## src/rtl/dmem_arbiter.sv

```systemverilog
// dmem_arbiter: shares the single-port data memory between the CPU (port 0)
// and the loader/debug port (port 1). It uses round-robin req/gnt arbitration
// and allows one outstanding read with a fixed memory read latency.
//
//   state   | meaning
//   IDLE    | grants allowed; writes complete in the grant cycle
//   RD_WAIT | read outstanding; all requests held off until rvalid
module dmem_arbiter #(
  parameter int ADDR_W = 32,
  parameter int DATA_W = 64,
  parameter int RD_LAT = 1
) (
  input  logic              clk,
  input  logic              rst,
  input  logic              m0_req,
  input  logic              m0_we,
  input  logic [ADDR_W-1:0] m0_addr,
  input  logic [DATA_W-1:0] m0_wdata,
  output logic              m0_gnt,
  output logic              m0_rvalid,
  output logic [DATA_W-1:0] m0_rdata,
  input  logic              m1_req,
  input  logic              m1_we,
  input  logic [ADDR_W-1:0] m1_addr,
  input  logic [DATA_W-1:0] m1_wdata,
  output logic              m1_gnt,
  output logic              m1_rvalid,
  output logic [DATA_W-1:0] m1_rdata,
  output logic [ADDR_W-1:0] mem_addr,
  output logic [DATA_W-1:0] mem_wdata,
  output logic              mem_we,
  output logic              mem_re,
  input  logic [DATA_W-1:0] mem_rdata,
  output logic              busy
);

  localparam int CNT_W = $clog2(RD_LAT + 1);

  typedef enum logic {IDLE, RD_WAIT} state_t;

  state_t           state_q, state_d;
  logic             ptr_q, ptr_d;      // port that wins when both request
  logic             id_q, id_d;        // port owning the outstanding read
  logic [CNT_W-1:0] cnt_q, cnt_d;
  logic             win;
  logic             win_we;

  // State, pointer, read owner and latency counter registers
  always_ff @(posedge clk or posedge rst) begin
    if (rst) begin
      state_q <= IDLE;
      ptr_q   <= 1'b0;
      id_q    <= 1'b0;
      cnt_q   <= '0;
    end else begin
      state_q <= state_d;
      ptr_q   <= ptr_d;
      id_q    <= id_d;
      cnt_q   <= cnt_d;
    end
  end

  // Arbitration, next state and all outputs; forced to zero while rst is high
  always_comb begin
    state_d   = state_q;
    ptr_d     = ptr_q;
    id_d      = id_q;
    cnt_d     = cnt_q;
    win       = 1'b0;
    win_we    = 1'b0;
    m0_gnt    = 1'b0;
    m1_gnt    = 1'b0;
    m0_rvalid = 1'b0;
    m1_rvalid = 1'b0;
    m0_rdata  = '0;
    m1_rdata  = '0;
    mem_addr  = '0;
    mem_wdata = '0;
    mem_we    = 1'b0;
    mem_re    = 1'b0;
    busy      = 1'b0;

    case (state_q)
      IDLE: begin
        if (m0_req || m1_req) begin
          // A lone requester wins outright; the pointer only breaks ties
          win    = (m0_req && m1_req) ? ptr_q : m1_req;
          win_we = win ? m1_we : m0_we;
          ptr_d  = ~win;
          m0_gnt = ~win;
          m1_gnt = win;
          mem_addr  = win ? m1_addr : m0_addr;
          mem_wdata = win ? m1_wdata : m0_wdata;
          mem_we    = win_we;
          mem_re    = ~win_we;
          if (!win_we) begin
            state_d = RD_WAIT;
            id_d    = win;
            cnt_d   = CNT_W'(RD_LAT);
          end
        end
      end
      RD_WAIT: begin
        busy = 1'b1;
        if (cnt_q == CNT_W'(1)) begin
          state_d   = IDLE;
          cnt_d     = '0;
          m0_rvalid = ~id_q;
          m1_rvalid = id_q;
          m0_rdata  = id_q ? '0 : mem_rdata;
          m1_rdata  = id_q ? mem_rdata : '0;
        end else begin
          cnt_d = cnt_q - CNT_W'(1);
        end
      end
      default: state_d = IDLE;
    endcase

    if (rst) begin
      m0_gnt    = 1'b0;
      m1_gnt    = 1'b0;
      m0_rvalid = 1'b0;
      m1_rvalid = 1'b0;
      m0_rdata  = '0;
      m1_rdata  = '0;
      mem_addr  = '0;
      mem_wdata = '0;
      mem_we    = 1'b0;
      mem_re    = 1'b0;
      busy      = 1'b0;
    end
  end

endmodule

```

## config.mk

```make
export PLATFORM = sky130hd
export DESIGN_NAME = dmem_arbiter
export DESIGN_NICKNAME = d
export VERILOG_FILES = /design/src/rtl/dmem_arbiter.sv
export SDC_FILE = /design/constraint.sdc
export NUM_CORES = 1
export LEC_CHECK = 0
export BUFFER_PORTS_ARGS = -buffer_cell sky130_fd_sc_hd__buf_2
export CAP_MARGIN = 15
export CORE_AREA = 2 2 194 196
export DETAILED_ROUTE_END_ITERATION = 6
export DIE_AREA = 0 0 196 198
export GPL_ROUTABILITY_DRIVEN = 0
export SLEW_MARGIN = 30
export SYNTH_ARGS = -nofsm -noshare
export SYNTH_HDL_FRONTEND = slang
export SYNTH_SLANG_ARGS = --single-unit
```

## constraint.sdc

```tcl
create_clock -name clk -period 3.5 [get_ports clk]
set_input_delay 0.875 -clock clk [delete_from_list [all_inputs] [get_ports clk]]
set_output_delay 0.875 -clock clk [all_outputs]
set_load 0.05 [all_outputs]
```

; ---- Word level (Yosys, flattened, before mapping)
; Cells that the tools add are included.
[op_classes]
addsub = 1
n_eq_ne = 2
n_mux = 46
n_bitwise = 4
reduce_logical = 5
[op_table]
columns = cell, n
row1 = two-way mux 64 bit, 12
row2 = two-way mux 32 bit, 4
row3 = two-way mux 1 bit, 28
row4 = != test 2 bit (second input constant), 2
row5 = NOT 1 bit, 4
row6 = one-hot mux 1 bit (2 select lines), 2
row7 = AND reduction 2 bit, 2
row8 = AND reduction 3 bit, 1
row9 = logical AND 1 bit, 1
row10 = logical OR 1 bit, 1
row11 = subtractor 1 bit (second input constant), 1
[totals]
ff_bits = 4
input_bits = 262
out_inout_bits = 231
elab_cells = 62

; ---- Depth between registers and ports, before layout
; Gate-level depths: netlist of run 1.
[depth]
depth_word = 7
mapped_depth = 6
ltp_nobuf = 3

; ---- Worst setup path before layout of run 1
; OpenSTA, ideal clock, no wires.
[synth_path]
path_kind = input to output
from = in rst
to = out m0_rdata[54]
arrival_ps = 3005
required_ps = 2625
slack_ps = -380
path_stages = 4
path_buffers = 1
path_cell_list = nor2b_1 -> and3b_1 -> clkbuf_1 -> and2_1
[synth_via]
elab_chain_len = 1
[synth_rtl]
columns = element, line_no
row1 = from (decl), 14  ; input logic rst,
row2 = two-way mux 64 bit, 119  ; if (rst) begin
row3 = to (decl), 21  ; output logic [DATA_W-1:0] m0_rdata,
; Every way passes these cells.

; ---- Worst setup path in the final report of run 1
[layout_path]
from = in m1_req
to = out mem_wdata[52]
[layout_via]
elab_chain_len = 6
elab_cells_between_ends = 7
cone_classes = mux: 5 / reduce/logical: 2
[layout_rtl]
columns = element, line_no
row1 = from (decl), 22  ; input logic m1_req,
row2 = logical AND 1 bit, 87  ; win = (m0_req && m1_req) ? ptr_q : m1_req;
row3 = two-way mux 1 bit, 87
row4 = two-way mux 64 bit, 93  ; mem_wdata = win ? m1_wdata : m0_wdata;
row5 = two-way mux 64 bit (*), 85  ; if (m0_req || m1_req) begin
row6 = two-way mux 64 bit (*), 83  ; case (state_q)
row7 = two-way mux 64 bit (*), 119
row8 = to (decl), 30  ; output logic [DATA_W-1:0] mem_wdata,
; Mark *: on every way between the ends. The rest lies on a longest branch, timed or not.

==> results.py, run 1 <==
metrics = {
    "run_status": {
        "status": "complete, no violations",
    },
    "cts": {
        "cts_root_buf": "clkbuf_16",
        "tritoncts": "yes",
        "clk_pin_slew_ps": 30,
        "cts_max_path_buffers": 2,
        "clock_sink_count": 4,
        "cts_hold_buffers": 0,
        "postCtsResizedCells": 0,
        "cts_setup_buffers": 0,
        "numCtsBuffers": 3,
        "insertion_delay_ps": 230,
        "htree_levels": 1,
    },
    "timing": {
        "period_share_pct": 89.98,
        "relSlewSlack_pct": 68.52,
        "worst_slew_pin_slew_ps": 467.3,
        "period_needed_ps": 3149,
        "hold_ws_ps": 557.8,
        "drv_slew": 0,
        "fmax_mhz": 317.5,
        "rsz0062_at_grt": "no",
        "hold_violations": 0,
        "setup-tns-final_ps": 0,
        "setup_viol": 0,
        "final.setup_skew_ps": 2.162,
        "setup_ws_ps": 350.6,
    },
    "drt": {
        "top_layer": "met5",
        "wl_per_cell_microns": 16.10,
        "antenna_left": 0,
        "wl_met3_microns": 1719,
        "drt_iter0_drc": 223,
        "wl_met1_microns": 8149,
        "drtPass1Iterations": 4,
        "drc": 0,
        "drt_wl_total_microns": 23200,
        "wl_met2_microns": 12370,
        "vias_per_cell": 3.920,
        "vias": 5648,
    },
    "worst_setup_path": {
        "critPathCaptureType": "primary output",
        "path_max_fanout": 57,
        "path_buf_inv": 3,
        "crit_family": "buffers and inverters",
        "rrSetupSlack_ps": 2300,
        "critPathMaxStageDelay_ps": 450,
        "crit_type": "in -> out",
        "cp_data_arrival_time_ps": 2270,
        "crit_slowest_cell": "or3_4",
        "start_kind": "primary input",
        "worstPathRequired_ps": 2620,
        "cp_cell_sequence": "buf_4 -> nor2_1 -> or3_4 -> buf_12 -> a21oi_1 -> buf_2",
    },
    "synth": {
        "syn-num-nets": 777,
        "synth.cell_area_sq_um": 2798,
        "yosysWarnings": 0,
        "synth.distinct_cells": 26,
        "syn-instance-count": 515,
        "synth_seq_cells": 4,
        "syn_area_per_cell_sq_um": 5.432,
        "seq_area_frac_synth_pct": 3.578,
    },
    "global_route": {
        "grt_overflow": 0,
        "grtUsageTotal_pct": 10.76,
        "grt_pass1_vias": 5003,
        "grt_pass1_wl_microns": 30920,
        "antenna_found_initial": 21,
        "grt_max_degree": 98,
    },
    "layout": {
        "areaGrowthSynthToFinish_pct": 118.3,
        "nets": 1221,
        "layout-drive-gt1-share_pct": 53.81,
        "final_cell_mix": "buf_2, and2_1, nand3_1, a21oi_1, o21ai_0",
        "final_common_cell": "buf_2",
        "fill_cells": 4326,
    },
    "floorplanning": {
        "row_count": 71,
        "coreArea_sq_um": 36960,
        "start_util_pct": 7.570,
        "dieArea_sq_um": 38810,
        "num_io_pins": 493,
        "dieHeight_microns": 198,
        "fp.dieW_microns": 196,
    },
    "placed_design": {
        "hpwl_microns": 20200,
        "dp_slack_ps": 370.6,
        "portBuffers": 492,
    },
    "hold_path": {
        "min_path_type": "reg -> reg",
    },
    "flow_run": {
        "maxCapViolCount": 0,
    },
    "pwr": {
        "p_leak_nw": 3.355,
        "power_density_nw_per_um2": 456.9,
        "vdd_drop_max_mv": 0.1488,
    },
}
==> power by group <==
part / switching [mW] / internal (mW) / leakage, nW / total (mW)
registers: 0.0328 / 0.0692 / 0.0451 / 0.102
logic: 1.83 / 0.680 / 3.27 / 2.51
clock network: 0.0333 / 0.146 / 0.0370 / 0.179
==> final cells by class <==
class                           count  area (sq um)  share of cell area (%)
Multi-Input combinational cell    441          2421                   39.64
Timing Repair Buffer              507          2885                   47.24
Sequential cell                     4         100.1                   1.639
Antenna cell                       10         25.02                  0.4098
Inverter                            2         7.507                  0.1229
Tap cell                          474         593.1                   9.711
Clock buffer                        3         75.07                   1.229
==> final timing paths <==
path | start | to | cells after the start
max reg2reg | ptr_q$_DFFE_PP0P_ | state_q$_DFF_PP0_ | 3
min in group asynchronous | rst | id_q$_DFFE_PP0P_ | 2
max in group asynchronous | rst | cnt_q$_DFFE_PP0P_ | 2
min | ptr_q$_DFFE_PP0P_ | ptr_q$_DFFE_PP0P_ | 1
min reg2reg | ptr_q$_DFFE_PP0P_ | ptr_q$_DFFE_PP0P_ | 1
max | m1_req | mem_wdata[52] | 6
==> per-layer routing <==
metal	vias to the layer above	global-route usage (%)
met2	391	20.22
met5	-	0
met4	4	6.538
met1	2516	11.37
li1	2684	-
met3	53	1.516
==> through the flow <==
stage	util [%]	area (sq um)	power, mW	instances
6_report	16.53	6107	2.791	1441
3_3_place_gp	16.25	6007	2.602	1428
4_1_cts	16.46	6082	2.808	1431
3_5_place_dp	16.25	6007	2.618	1428
2_1_floorplan	-	2803	1.873	515
5_1_grt	16.53	6107	2.950	1441
==> sequential cells by signal (all words and copies together), names as in the netlist <==
name / flops
id_q: 1
cnt_q: 1
state_q: 1
ptr_q: 1
==> cell usage after synthesis <==
cell type / n / area share (%)
clkbuf_2: 2 / 0.36
nand2_1: 2 / 0.27
nor3_1: 1 / 0.18
buf_1: 2 / 0.27
buf_2: 4 / 0.72
dfrtp_1: 4 / 3.6
and2b_1: 1 / 0.27
o22a_1: 1 / 0.31
nor2_1: 1 / 0.13
nand3_1: 98 / 18
and2_1: 128 / 29
clkbuf_1: 57 / 7.6
xnor2_1: 1 / 0.31
nand3b_1: 1 / 0.27
and3_1: 1 / 0.22
o21ai_0: 97 / 17
inv_2: 1 / 0.13
inv_1: 1 / 0.13
nand2b_1: 2 / 0.45
o311ai_0: 3 / 0.94
buf_6: 3 / 1.2
nor2b_1: 2 / 0.45
a21oi_1: 98 / 18
or3_1: 1 / 0.22
and3b_1: 2 / 0.63
o31ai_1: 1 / 0.27
==> worst reg2reg max path, delay by kind of cell (launching register included) <==
kind	cells	cell delay, ps
AND/OR/NAND/NOR	2	410
flip-flops	1	390
AO/OA/AOI/OAI	1	290
==> cells by family after synthesis <==
logic type                Yosys count  synth area share, %
DFF                                 4                3.578
xor gates and xnor gates            1               0.3131
AOI/OAI and AO/OA                 200                36.40
and+or+nand+nor                   240                49.24
buffers and inverters              70                10.47
Power figures use the tool's default switching activity.
==> run 2: changes to the inputs <==
--- a/config.mk
+++ b/config.mk
@@ -7,9 +7,9 @@
 export LEC_CHECK = 0
 export BUFFER_PORTS_ARGS = -buffer_cell sky130_fd_sc_hd__buf_2
 export CAP_MARGIN = 15
-export CORE_AREA = 2 2 194 196
+export CORE_AREA = 2 2 189 191
 export DETAILED_ROUTE_END_ITERATION = 6
-export DIE_AREA = 0 0 196 198
+export DIE_AREA = 0 0 191 193
 export GPL_ROUTABILITY_DRIVEN = 0
 export SLEW_MARGIN = 30
 export SYNTH_ARGS = -nofsm -noshare
==> constraint.sdc (replaced) <==
create_clock -name clk -period 2.6 [get_ports clk]
set_input_delay 0.65 -clock clk [delete_from_list [all_inputs] [get_ports clk]]
set_output_delay 0.65 -clock clk [all_outputs]
set_load 0.05 [all_outputs]
==> run 2 against run 1 <==
Compared with the run above:
- combinational power grew 54%
- sequential power grew 25%
- clock power grew 34%
- power is 51% higher
- via count is 2.1% higher
- highest routed layer unchanged
==> results.py, run 2 (synthesis results as in run 1) <==
metrics = {
    "cts": {
        "htree_levels": 1,
        "tritoncts": "yes",
        "insertion_delay_ps": 220,
        "clock_sink_count": 4,
        "cts_setup_buffers": 0,
        "cts_max_path_buffers": 2,
        "clk_pin_slew_ps": 30,
        "numCtsBuffers": 3,
        "cts_root_buf": "clkbuf_16",
    },
    "global_route": {
        "grt_use_met2_pct": 20.93,
        "antenna_found_initial": 8,
        "grt_pass1_wl_microns": 30620,
        "grt_max_degree": 66,
        "grt_pass1_vias": 5077,
        "use_met1_pct": 12.43,
        "met3_usage_pct": 2.715,
        "grt_overflow": 0,
        "grtUsageTotal_pct": 11.07,
        "top_usage_layer": "met2",
    },
    "timing": {
        "period_share_pct": 97.80,
        "period_needed_ps": 2543,
        "setup_viol": 0,
        "final.setup_skew_ps": 1.005,
        "worst_slew_pin_slew_ps": 441.2,
        "fmax_mhz": 393.3,
        "hold_violations": 0,
        "setup-tns-final_ps": 0,
        "drv_slew": 0,
        "relSlewSlack_pct": 70.59,
    },
    "worst_setup_path": {
        "cp_data_arrival_time_ps": 1890,
        "start_kind": "primary input",
        "worstPathRequired_ps": 1950,
        "critPathCaptureType": "primary output",
        "crit_type": "in -> out",
        "path_max_fanout": 65,
    },
    "layout": {
        "final_cell_mix": "buf_2, and2_2, buf_4",
        "nets": 1245,
        "final_common_cell": "buf_2",
        "layout-drive-gt1-share_pct": 70.64,
        "final_cells": 1445,
        "areaGrowthSynthToFinish_pct": 149.7,
        "design_area_sq_um": 6985,
    },
    "flow_run": {
        "maxCapViolCount": 0,
    },
    "run_status": {
        "status": "complete, no violations",
    },
    "floorplanning": {
        "dieArea_sq_um": 36860,
        "num_io_pins": 493,
        "row_count": 69,
        "coreArea_sq_um": 34960,
        "fp.dieW_microns": 191,
        "start_util_pct": 8.001,
        "dieHeight_microns": 193,
    },
    "placed_design": {
        "portBuffers": 492,
        "dp_cells": 1437,
        "dpl_cell_area_sq_um": 6355,
        "hpwl_microns": 19820,
    },
    "drt": {
        "drt_iter0_drc": 227,
        "drtPass1Iterations": 5,
        "vias": 5764,
        "vias_per_cell": 3.989,
        "drt_wl_total_microns": 23870,
        "antenna_left": 0,
        "drc": 0,
        "wl_per_cell_microns": 16.52,
    },
    "pwr": {
        "vdd_drop_max_mv": 0.2809,
        "power_density_nw_per_um2": 604.6,
        "p_leak_nw": 3.539,
    },
    "hold_path": {
        "min_path_type": "in -> async",
    },
}
[run 2: final timing paths]
check	slack, ps	to	cells after the start	startpoint
min in group clk	560	ptr_q$_DFFE_PP0P_	1	ptr_q$_DFFE_PP0P_
setup reg to reg	1340	cnt_q$_DFFE_PP0P_	3	ptr_q$_DFFE_PP0P_
hold reg to reg	560	ptr_q$_DFFE_PP0P_	1	ptr_q$_DFFE_PP0P_
max in group asynchronous	1960	ptr_q$_DFFE_PP0P_	3	rst
setup / recovery	60	m0_rdata[18]	7	rst
hold / removal	490	id_q$_DFFE_PP0P_	3	rst
[run 2: repair_timing]
item,4_1_cts,5_1_grt
pin swaps,1,1
endpoints found under the hold margin,0,0
hold buffers,0,0
cloned,0,2
endpoints found under the setup margin,16,198
gates resized for setup,16,249
[run 2: stage by stage]
| step | total power, mW | hold slack (ps) | worst slack (ps) | utilization [%] |
|---|---|---|---|---|
| CTS | 3.987 | 489.4 | 5.201 | 18.53 |
| finish | 4.223 | 487.2 | 57.32 | 19.98 |
| global route | 4.449 | 494.1 | -5.891 | 19.96 |
| floorplan | 2.615 | 416.1 | -233.3 | - |
| global placement | 3.691 | 537.6 | -298.3 | 18.18 |
| detailed placement | 3.715 | 551.3 | -277.7 | 18.18 |
[run 2: area by class of cell]
cell class                 instances  area [sq um]
sequential                         4         100.1
timing repair buffer             531          3501
antenna                            3         7.507
inverter                           2         7.507
multi-input combinational        441          2718
clock buffer                       3         75.07
tap                              461         576.8
fill                            3947         27980
[run 2: where the power goes]
| part | total, mW | switching [mW] | internal [mW] |
|---|---|---|---|
| Combinational | 3.86 | 2.62 | 1.23 |
| Sequential | 0.128 | 0.0348 | 0.0933 |
| Clock | 0.239 | 0.0428 | 0.196 |
[run 2: routing by layer]
layer	wire, microns	share of wire, %
met2	12220	51
met1	9102	38
met3	2010	8.4
met5	63	0.26
met4	468	2.0
[run 2: worst max-delay path, cell delays in order]
cell      delay [ps]
buf_2            120
buf_4            150
nor2b_4          110
and3b_1          210
buf_12           210
and2_2           170
clkbuf_4         220
